$ cat src/rtl/arbiter_1_to_n_response_credit.sv
// Credit-flow-controlled 1-to-N memory response dispatcher with all-or-nothing multicast.
// Optional statistics counters are enabled by defining ARBITER_RESPONSE_STATS_EN.
package arbiter_1_to_n_response_credit_pkg;

    typedef struct packed {
        logic [15:0] id_cu;
        logic [15:0] id_bundle;
        logic [15:0] id_lane;
        logic [15:0] id_engine;
        logic [15:0] id_module;
    } PacketSource;

    typedef struct packed {
        PacketSource packet_source;
        logic [63:0] address;
        logic [31:0] data;
    } MemoryPacketPayload;

    typedef struct packed {
        logic               valid;
        MemoryPacketPayload payload;
    } MemoryPacket;

    typedef struct packed {
        logic full;
        logic empty;
        logic valid;
        logic prog_full;
        logic wr_rst_busy;
        logic rd_rst_busy;
    } FIFOStateSignalsOutput;

endpackage

module arbiter_1_to_n_response_credit
    import arbiter_1_to_n_response_credit_pkg::*;
#(
    parameter int ID_LEVEL            = 1,
    parameter int NUM_MEMORY_RECEIVER = 2,
    parameter int RECEIVER_CREDITS    = 4,
    parameter int FIFO_ARBITER_DEPTH  = 16,
    parameter int PROG_THRESH         = FIFO_ARBITER_DEPTH - 4
) (
    input  logic                           ap_clk,
    input  logic                           areset,
    input  MemoryPacket                    response_in,
    input  logic [NUM_MEMORY_RECEIVER-1:0] credit_return_in,
    output FIFOStateSignalsOutput          fifo_response_signals_out,
    output MemoryPacket                    response_out [NUM_MEMORY_RECEIVER],
    output logic                           fifo_setup_signal,
    output logic                           credit_overflow,
    output logic [15:0]                    drop_count,
    output logic [31:0]                    stats_dispatch [NUM_MEMORY_RECEIVER],
    output logic [31:0]                    stats_stall
);

    localparam int CW = $clog2(RECEIVER_CREDITS + 1);
    localparam int AW = $clog2(FIFO_ARBITER_DEPTH);
    localparam logic [CW-1:0] CREDIT_MAX = CW'(RECEIVER_CREDITS);
    localparam logic [AW:0]   FIFO_FULL_LEVEL = (AW + 1)'(FIFO_ARBITER_DEPTH);
    localparam logic [AW:0]   FIFO_PROG_LEVEL = (AW + 1)'(PROG_THRESH);

    typedef enum logic [1:0] {S_SETUP, S_RUN, S_STALL} state_t;

    // ID_LEVEL 5 broadcasts; unknown levels fall back to the CU field.
    function automatic logic [NUM_MEMORY_RECEIVER-1:0] route_mask(input PacketSource src);
        logic [15:0] field;
        case (ID_LEVEL)
            1:       field = src.id_bundle;
            2:       field = src.id_lane;
            3:       field = src.id_engine;
            4:       field = src.id_module;
            5:       field = '1;
            default: field = src.id_cu;
        endcase
        return NUM_MEMORY_RECEIVER'(field);
    endfunction

    state_t                         state, state_next;
    logic [1:0]                     setup_cnt;
    MemoryPacket                    in_reg;
    logic [NUM_MEMORY_RECEIVER-1:0] in_mask;
    MemoryPacketPayload             mem [FIFO_ARBITER_DEPTH];
    logic [AW-1:0]                  wr_ptr, rd_ptr;
    logic [AW:0]                    count;
    logic                           fifo_full, head_valid;
    MemoryPacketPayload             head;
    logic [NUM_MEMORY_RECEIVER-1:0] head_mask;
    logic [CW-1:0]                  credit [NUM_MEMORY_RECEIVER];
    logic                           credits_ok, dispatch, do_write, do_drop;

    assign in_mask    = route_mask(in_reg.payload.packet_source);
    assign fifo_full  = (count == FIFO_FULL_LEVEL);
    assign head_valid = (count != '0);
    assign head       = mem[rd_ptr];
    assign head_mask  = route_mask(head.packet_source);
    assign do_write   = in_reg.valid && (in_mask != '0) && (!fifo_full || dispatch);
    assign do_drop    = in_reg.valid && !do_write;

    // Valids seen during initialisation are discarded before they reach the FIFO.
    always_ff @(posedge ap_clk) begin
        if (areset) begin
            in_reg <= '0;
        end else begin
            in_reg.valid   <= response_in.valid && (state != S_SETUP);
            in_reg.payload <= response_in.payload;
        end
    end

    always_ff @(posedge ap_clk) begin
        if (do_write) begin
            mem[wr_ptr] <= in_reg.payload;
        end
    end

    always_ff @(posedge ap_clk) begin
        if (areset) begin
            wr_ptr <= '0;
            rd_ptr <= '0;
            count  <= '0;
        end else begin
            if (do_write) wr_ptr <= wr_ptr + 1'b1;
            if (dispatch) rd_ptr <= rd_ptr + 1'b1;
            case ({do_write, dispatch})
                2'b10:   count <= count + 1'b1;
                2'b01:   count <= count - 1'b1;
                default: count <= count;
            endcase
        end
    end

    always_comb begin
        credits_ok = 1'b1;
        for (int i = 0; i < NUM_MEMORY_RECEIVER; i++) begin
            if (head_mask[i] && (credit[i] == '0)) credits_ok = 1'b0;
        end
    end

    always_ff @(posedge ap_clk) begin
        if (areset) begin
            state     <= S_SETUP;
            setup_cnt <= '0;
        end else begin
            state <= state_next;
            if (state == S_SETUP) setup_cnt <= setup_cnt + 1'b1;
        end
    end

    always_comb begin
        state_next = state;
        dispatch   = 1'b0;
        case (state)
            S_SETUP: begin
                if (setup_cnt == 2'd3) state_next = S_RUN;
            end
            S_RUN: begin
                if (head_valid) begin
                    if (credits_ok) dispatch = 1'b1;
                    else            state_next = S_STALL;
                end
            end
            S_STALL: begin
                if (head_valid && credits_ok) begin
                    dispatch   = 1'b1;
                    state_next = S_RUN;
                end
            end
            default: state_next = S_SETUP;
        endcase
    end

    // A take and a give in the same cycle cancel, so a full counter is not an overflow then.
    always_ff @(posedge ap_clk) begin
        if (areset) begin
            for (int i = 0; i < NUM_MEMORY_RECEIVER; i++) credit[i] <= CREDIT_MAX;
            credit_overflow <= 1'b0;
        end else begin
            for (int i = 0; i < NUM_MEMORY_RECEIVER; i++) begin
                if (dispatch && head_mask[i] && !credit_return_in[i]) begin
                    credit[i] <= credit[i] - 1'b1;
                end else if (credit_return_in[i] && !(dispatch && head_mask[i])) begin
                    if (credit[i] == CREDIT_MAX) credit_overflow <= 1'b1;
                    else                         credit[i] <= credit[i] + 1'b1;
                end
            end
        end
    end

    always_ff @(posedge ap_clk) begin
        if (areset) begin
            for (int i = 0; i < NUM_MEMORY_RECEIVER; i++) response_out[i] <= '0;
        end else begin
            for (int i = 0; i < NUM_MEMORY_RECEIVER; i++) begin
                response_out[i].valid   <= dispatch && head_mask[i];
                response_out[i].payload <= head;
            end
        end
    end

    always_ff @(posedge ap_clk) begin
        if (areset) begin
            fifo_response_signals_out       <= '0;
            fifo_response_signals_out.empty <= 1'b1;
            fifo_setup_signal               <= 1'b1;
            drop_count                      <= '0;
        end else begin
            fifo_response_signals_out.full        <= fifo_full;
            fifo_response_signals_out.empty       <= !head_valid;
            fifo_response_signals_out.valid       <= head_valid;
            fifo_response_signals_out.prog_full   <= (count >= FIFO_PROG_LEVEL);
            fifo_response_signals_out.wr_rst_busy <= 1'b0;
            fifo_response_signals_out.rd_rst_busy <= 1'b0;
            fifo_setup_signal                     <= (state == S_SETUP);
            if (do_drop && (drop_count != 16'hFFFF)) drop_count <= drop_count + 16'd1;
        end
    end

`ifdef ARBITER_RESPONSE_STATS_EN
    // Stall cycles exclude the cycle in which the stalled head finally dispatches.
    always_ff @(posedge ap_clk) begin
        if (areset) begin
            stats_stall <= '0;
            for (int i = 0; i < NUM_MEMORY_RECEIVER; i++) stats_dispatch[i] <= '0;
        end else begin
            if ((state == S_STALL) && !dispatch) stats_stall <= stats_stall + 32'd1;
            for (int i = 0; i < NUM_MEMORY_RECEIVER; i++) begin
                if (dispatch && head_mask[i]) stats_dispatch[i] <= stats_dispatch[i] + 32'd1;
            end
        end
    end
`else
    assign stats_stall = '0;
    for (genvar g = 0; g < NUM_MEMORY_RECEIVER; g++) begin : g_no_stats
        assign stats_dispatch[g] = '0;
    end
`endif

endmodule

$ cat config.mk
export PLATFORM = sky130hd
export DESIGN_NAME = arbiter_1_to_n_response_credit
export DESIGN_NICKNAME = d
export VERILOG_FILES = /design/src/rtl/arbiter_1_to_n_response_credit.sv
export SDC_FILE = /design/constraint.sdc
export NUM_CORES = 2
export LEC_CHECK = 0
export CORE_UTILIZATION = 52
export CTS_CLUSTER_SIZE = 30
export DETAILED_ROUTE_END_ITERATION = 8
export PLACE_DENSITY_LB_ADDON = 0.3
export SKIP_CTS_REPAIR_TIMING = 1
export SLEW_MARGIN = 20
export SYNTH_ARGS = -nofsm -noshare
export SYNTH_HDL_FRONTEND = slang
export SYNTH_SLANG_ARGS = --single-unit
$ cat constraint.sdc
create_clock -name ap_clk -period 20.4 [get_ports ap_clk]
set_clock_uncertainty 0.15 [all_clocks]
set_input_delay 4.08 -clock ap_clk [delete_from_list [all_inputs] [get_ports ap_clk]]
set_output_delay 4.08 -clock ap_clk [all_outputs]
set_load 0.05 [all_outputs]
Word level (Yosys, flattened, before mapping)
Memory sizes are Yosys's and may differ from the RTL's. A register that Yosys moved wholly into a read port is not among the register bits.
Index checks and enable logic that the tools add are counted.
{"block": "totals", "wordCells": 135, "regBits": 396, "n_memories": 2, "input_bits": 181, "mem_bits_rw": 2822}
{"block": "op_classes", "n_eq_ne": 13, "n_reduce_logical": 30, "addsub": 10, "n_bitwise": 4, "mux": 44, "order_cmp": 1}
{"name": "mem", "words": 16, "width": 176, "read_ports": 1, "rd_clocked_by_memory_dff": 1, "write_ports": 1, "line": "83", "rtl": "MemoryPacketPayload mem [FIFO_ARBITER_DEPTH];"}
{"name": "credit", "words": 2, "width": 3, "read_ports": 2, "rd_clocked_by_memory_dff": 0, "write_ports": 2, "line": "89", "rtl": "logic [CW-1:0] credit [NUM_MEMORY_RECEIVER];"}
{"op": "1-bit 2-to-1 mux", "n": 31}
{"op": "16-bit by 1-bit adder with 16-bit output (second input constant)", "n": 1}
{"op": "16-bit inequality test (second input constant)", "n": 1}
{"op": "1-bit logical AND", "n": 14}
{"op": "3-bit 2-to-1 mux", "n": 4}
{"op": "5-bit case mux with 2 select lines", "n": 1}
{"op": "4-bit by 1-bit adder with 4-bit output (second input constant)", "n": 2}
{"op": "2-bit 2-to-1 mux", "n": 4}
{"op": "4-bit 2-to-1 mux", "n": 2}
{"op": "2-bit inequality test (second input constant)", "n": 4}
{"op": "1-bit zero test", "n": 7}
{"op": "3-bit by 1-bit adder with 3-bit output (second input constant)", "n": 2}
{"op": "2-bit == test (second input constant)", "n": 3}
{"op": "3-bit == test (second input constant)", "n": 2}
{"op": "3-bit zero test", "n": 2}
{"op": "2-bit case mux with 3 select lines", "n": 1}
{"op": "2-bit nonzero test", "n": 3}
{"op": "3-bit by 1-bit subtractor with 3-bit output (second input constant)", "n": 2}
{"op": "5-bit by 1-bit adder with 5-bit output (second input constant)", "n": 1}
{"op": "5-bit == test (second input constant)", "n": 1}
{"op": "5-bit by 4-bit >= comparator with 1-bit output (second input constant)", "n": 1}
{"op": "5-bit nonzero test", "n": 1}
{"op": "5-bit by 1-bit subtractor with 5-bit output (second input constant)", "n": 1}
{"op": "2-bit by 1-bit == test with 1-bit output (second input constant)", "n": 2}
{"op": "other kinds (6)", "n": 9}

Logic depth before layout (Yosys ltp)
An unclocked memory read counts as a cell.
{"block": "logic_depth", "ltp_word": 16, "mapped_depth": 15, "depth_no_buf": 12}

Worst setup path after synthesis
No wires, ideal clock.
{"block": "synth_timing", "kind": "flip-flop to flip-flop", "startpoint": "reg with a tool-made name", "endpoint": "mem mem[1][0] in the netlist's numbering, enable pin", "arrival_time_ps": 13947, "path_stages_with_launch": 11, "setup_time_ps": 927, "period_less_slack_ps": 15024, "setup_slack_ps": 5376, "path_cell_list": "dfxtp_1 -> buf_6 -> mux2_2 -> a22o_1 -> o21ai_2 -> nand4_4 -> or2_1 -> buf_4 -> a21oi_4 -> nand2_1 -> nor3_1"}
{"element": "end, declared", "line": "83"}

==> impl_results.md <==
- Status: complete, no violations
- CTS Buffer Depth: 4
- Peak supply drop: between 0.07 and 0.08 mV
- Critical path, cell by cell: buf_4, buf_4, mux2_2, a22o_1, o21ai_2, nand4_4, or2_1, a21oi_4, nand2_1, nor2_4, buf_4, buf_4, buf_4
- CTS tree: built
- Number of flops mapped to enable cells by yosys: ~2,800
- Final setup viols: 0
- DR WL/cell: 29.0 µm
- Actual slew at the worst max-slew pin: around 1.2 ns
- Routed WL: between 200,000 and 300,000 µm
- Max_slew headroom: 0.209
- Die X: 481 µm
- WP data required: between 20 and 25 ns
- Synth top cells by count: edfxtp_1, mux4_2, dfxtp_1, buf_4, nor2b_1
- Tightest Hold Check Type: reg -> reg
- Overall Global Routing Usage: 0.228
- Worst-Skew Late Latency: 0.97 ns
- RSZ-0062 raised after global routing: false
- Largest net degree at the start of global routing: between 100 and 150
- Fin crit share: 0.416
- Starting Density: 0.524
- Layout net count: approximately 6,000
- Worst hold slack: 0.360 ns
- Max-slew violations: 0
- Port Buffer Count: around 560
- Synth area leaders: edfxtp_1, mux4_2, dfxtp_1, buf_4, nor2b_1
- CP Class: reg -> reg
- Dominant synthesized flop cell: edfxtp_1
- Most frequent CP cell: buf_4
- Largest area contributor in the netlist: edfxtp_1
- Crit path DAT: a little under 9 ns
- Worst Setup End Kind: register
- CP Launch Type: register
- Grt ovf: 0
- Post-Layout Cell Count: roughly 9,000
- FILL cells: around 15,000
- First-pass GRT wire length: around 380,000 µm
- CP peak stage delay: a little over 0.9 ns
- Largest fanout on the critical path: just under 70
- Vias per cell: around 6.0
- Total Power: ~0.013 W
- ANT nets after route: 0
- Unique masters post-synth: about 60
- DRC viols: 0
- DIE HEIGHT: roughly 480 µm
- Final instance area: about 140,000 µm²
- Leakage Power: approximately 43 nW
- Ys async rst share: 0
- Placed Area: approximately 130,000 µm²
- DRT iter0 DRCs: ~6,000
- Mapped Cells: ~5,200
- Avg Cell Area, Syn: about 23 µm²
- Sequential fraction of the synthesis area: 0.776
- Most frequent cell after synthesis: edfxtp_1
- DP Cell Count: 8,473
- Max capacitance violation total: 0
- Clock sinks: roughly 3,200
- Fmax: ~120 MHz
- Deepest level of the CTS H-tree: 5
- Syn-to-layout area delta: 15.1%
- Ports: 655
- Drt pass-1 iters: 5
- Fin. Hold Viols: 0
- GP Congestion: roughly 0.76
- CORE AREA: between 200,000 and 250,000 µm²
- Share of the synthesized area in the top cell type: 0.709
- Vias in the first global route: between 50,000 and 60,000
- Num CTS Buffers: ~330
- Critical path's slowest cell: buf_4
- Initial antenna violation count: 27
- Clock tree root driver cell: clkbuf_16
- Cell area after synthesis: between 100,000 and 150,000 µm²
- Post-DP HPWL: between 100,000 and 150,000 µm
- Share of layout cells above drive strength 1: 0.239
- Max reg flops: roughly 2,800
- Minimum clock period: ~8.5 ns
- Yosys reg bits: approximately 3,200
- Site Rows: 175
- Die area: around 230,000 µm²
- Via count: around 54,000
- Clock transition at the registers of the reported paths: roughly 0.060 ns
- Yosys Warn Count: 0
- Power per cell area: 97.8 nW/µm²
- Final setup TNS: 0 ns
where the power goes:
group	internal (W)	switching (W)	leakage [nW]
combinational	0.000128	0.000230	8.78
sequential	0.00721	0.0000959	29.1
clock	0.00340	0.00239	5.05
total	0.0107	0.00271	42.9
worst paths after layout:
check	from	endpoint	slack, ns	cells after the start
setup reg to reg	register	mem[12][39]	11.91	13
hold / removal	setup_cnt[1]	setup_cnt[1]	0.36	2
hold reg to reg	setup_cnt[1]	setup_cnt[1]	0.36	2
setup / recovery	register	mem[12][39]	11.91	13
routing by layer:
layer / part of all wire / global-route usage / vias to the layer above
met2: 0.49 / 0.369 / 2476
met4: 0.026 / 0.0659 / 10
met5: 0.00023 / 0 / -
li1: - / - / 22300
met3: 0.076 / 0.0404 / 430
met1: 0.40 / 0.322 / 29200
cell usage in the layout, fill, tap and decap left out, types with 14 or more instances in the layout:
| master | synthesis | layout |
|---|---|---|
| clkdlybuf4s50_1 | 0 | 555 |
| nor2b_1 | 181 | 181 |
| bufinv_16 | 0 | 18 |
| mux4_2 | 870 | 870 |
| clkbuf_1 | 168 | 104 |
| edfxtp_1 | 2822 | 2822 |
| clkbuf_16 | 0 | 339 |
| conb_1 | 1 | 98 |
| clkbuf_8 | 0 | 33 |
| inv_1 | 18 | 17 |
| nand2_1 | 16 | 16 |
| ha_1 | 18 | 18 |
| clkinv_1 | 0 | 34 |
| dfxtp_1 | 398 | 394 |
| a21oi_1 | 14 | 14 |
| mux2i_1 | 21 | 21 |
| nor2_1 | 55 | 43 |
| clkinv_2 | 0 | 35 |
| buf_12 | 0 | 15 |
| and2_1 | 174 | 174 |
| buf_4 | 277 | 73 |
cell type report:
type                    instances  area [µm²]  area share
diodes                          7        17.5    0.000127
inverters                      18        72.6    0.000528
flip-flops and latches       3220       92700       0.674
clock inverters               112        1070     0.00775
well taps                    3009        3760      0.0274
multi-input cells            1580       24100       0.175
repair buffers                647        6480      0.0471
clock buffers                 476        9330      0.0678
critical path, delay by kind of cell (launching register included):
kind            cells  cell delay, ns
flops               1            0.82
simple gates        4            1.55
compound gates      3            0.76
mux                 1            0.42
buf+inv             5            3.99
logic make-up after synthesis:
family,Yosys count,synth area share
xor+xnor,18,0.00132
mux,897,0.166
compound gates,62,0.00377
buf+inv,539,0.0262
other cells,1,0.0000314
fa+ha+maj,20,0.00222
simple gates,485,0.0240
flops,3220,0.776
stage by stage:
step,setup slack (ns),utilization
after floorplan,5.38,-
after global placement,11.85,0.558
after detailed placement,11.86,0.558
after CTS,11.82,0.603
after global routing,11.57,0.603
final,11.91,0.603
Power figures use the tool's default switching activity.
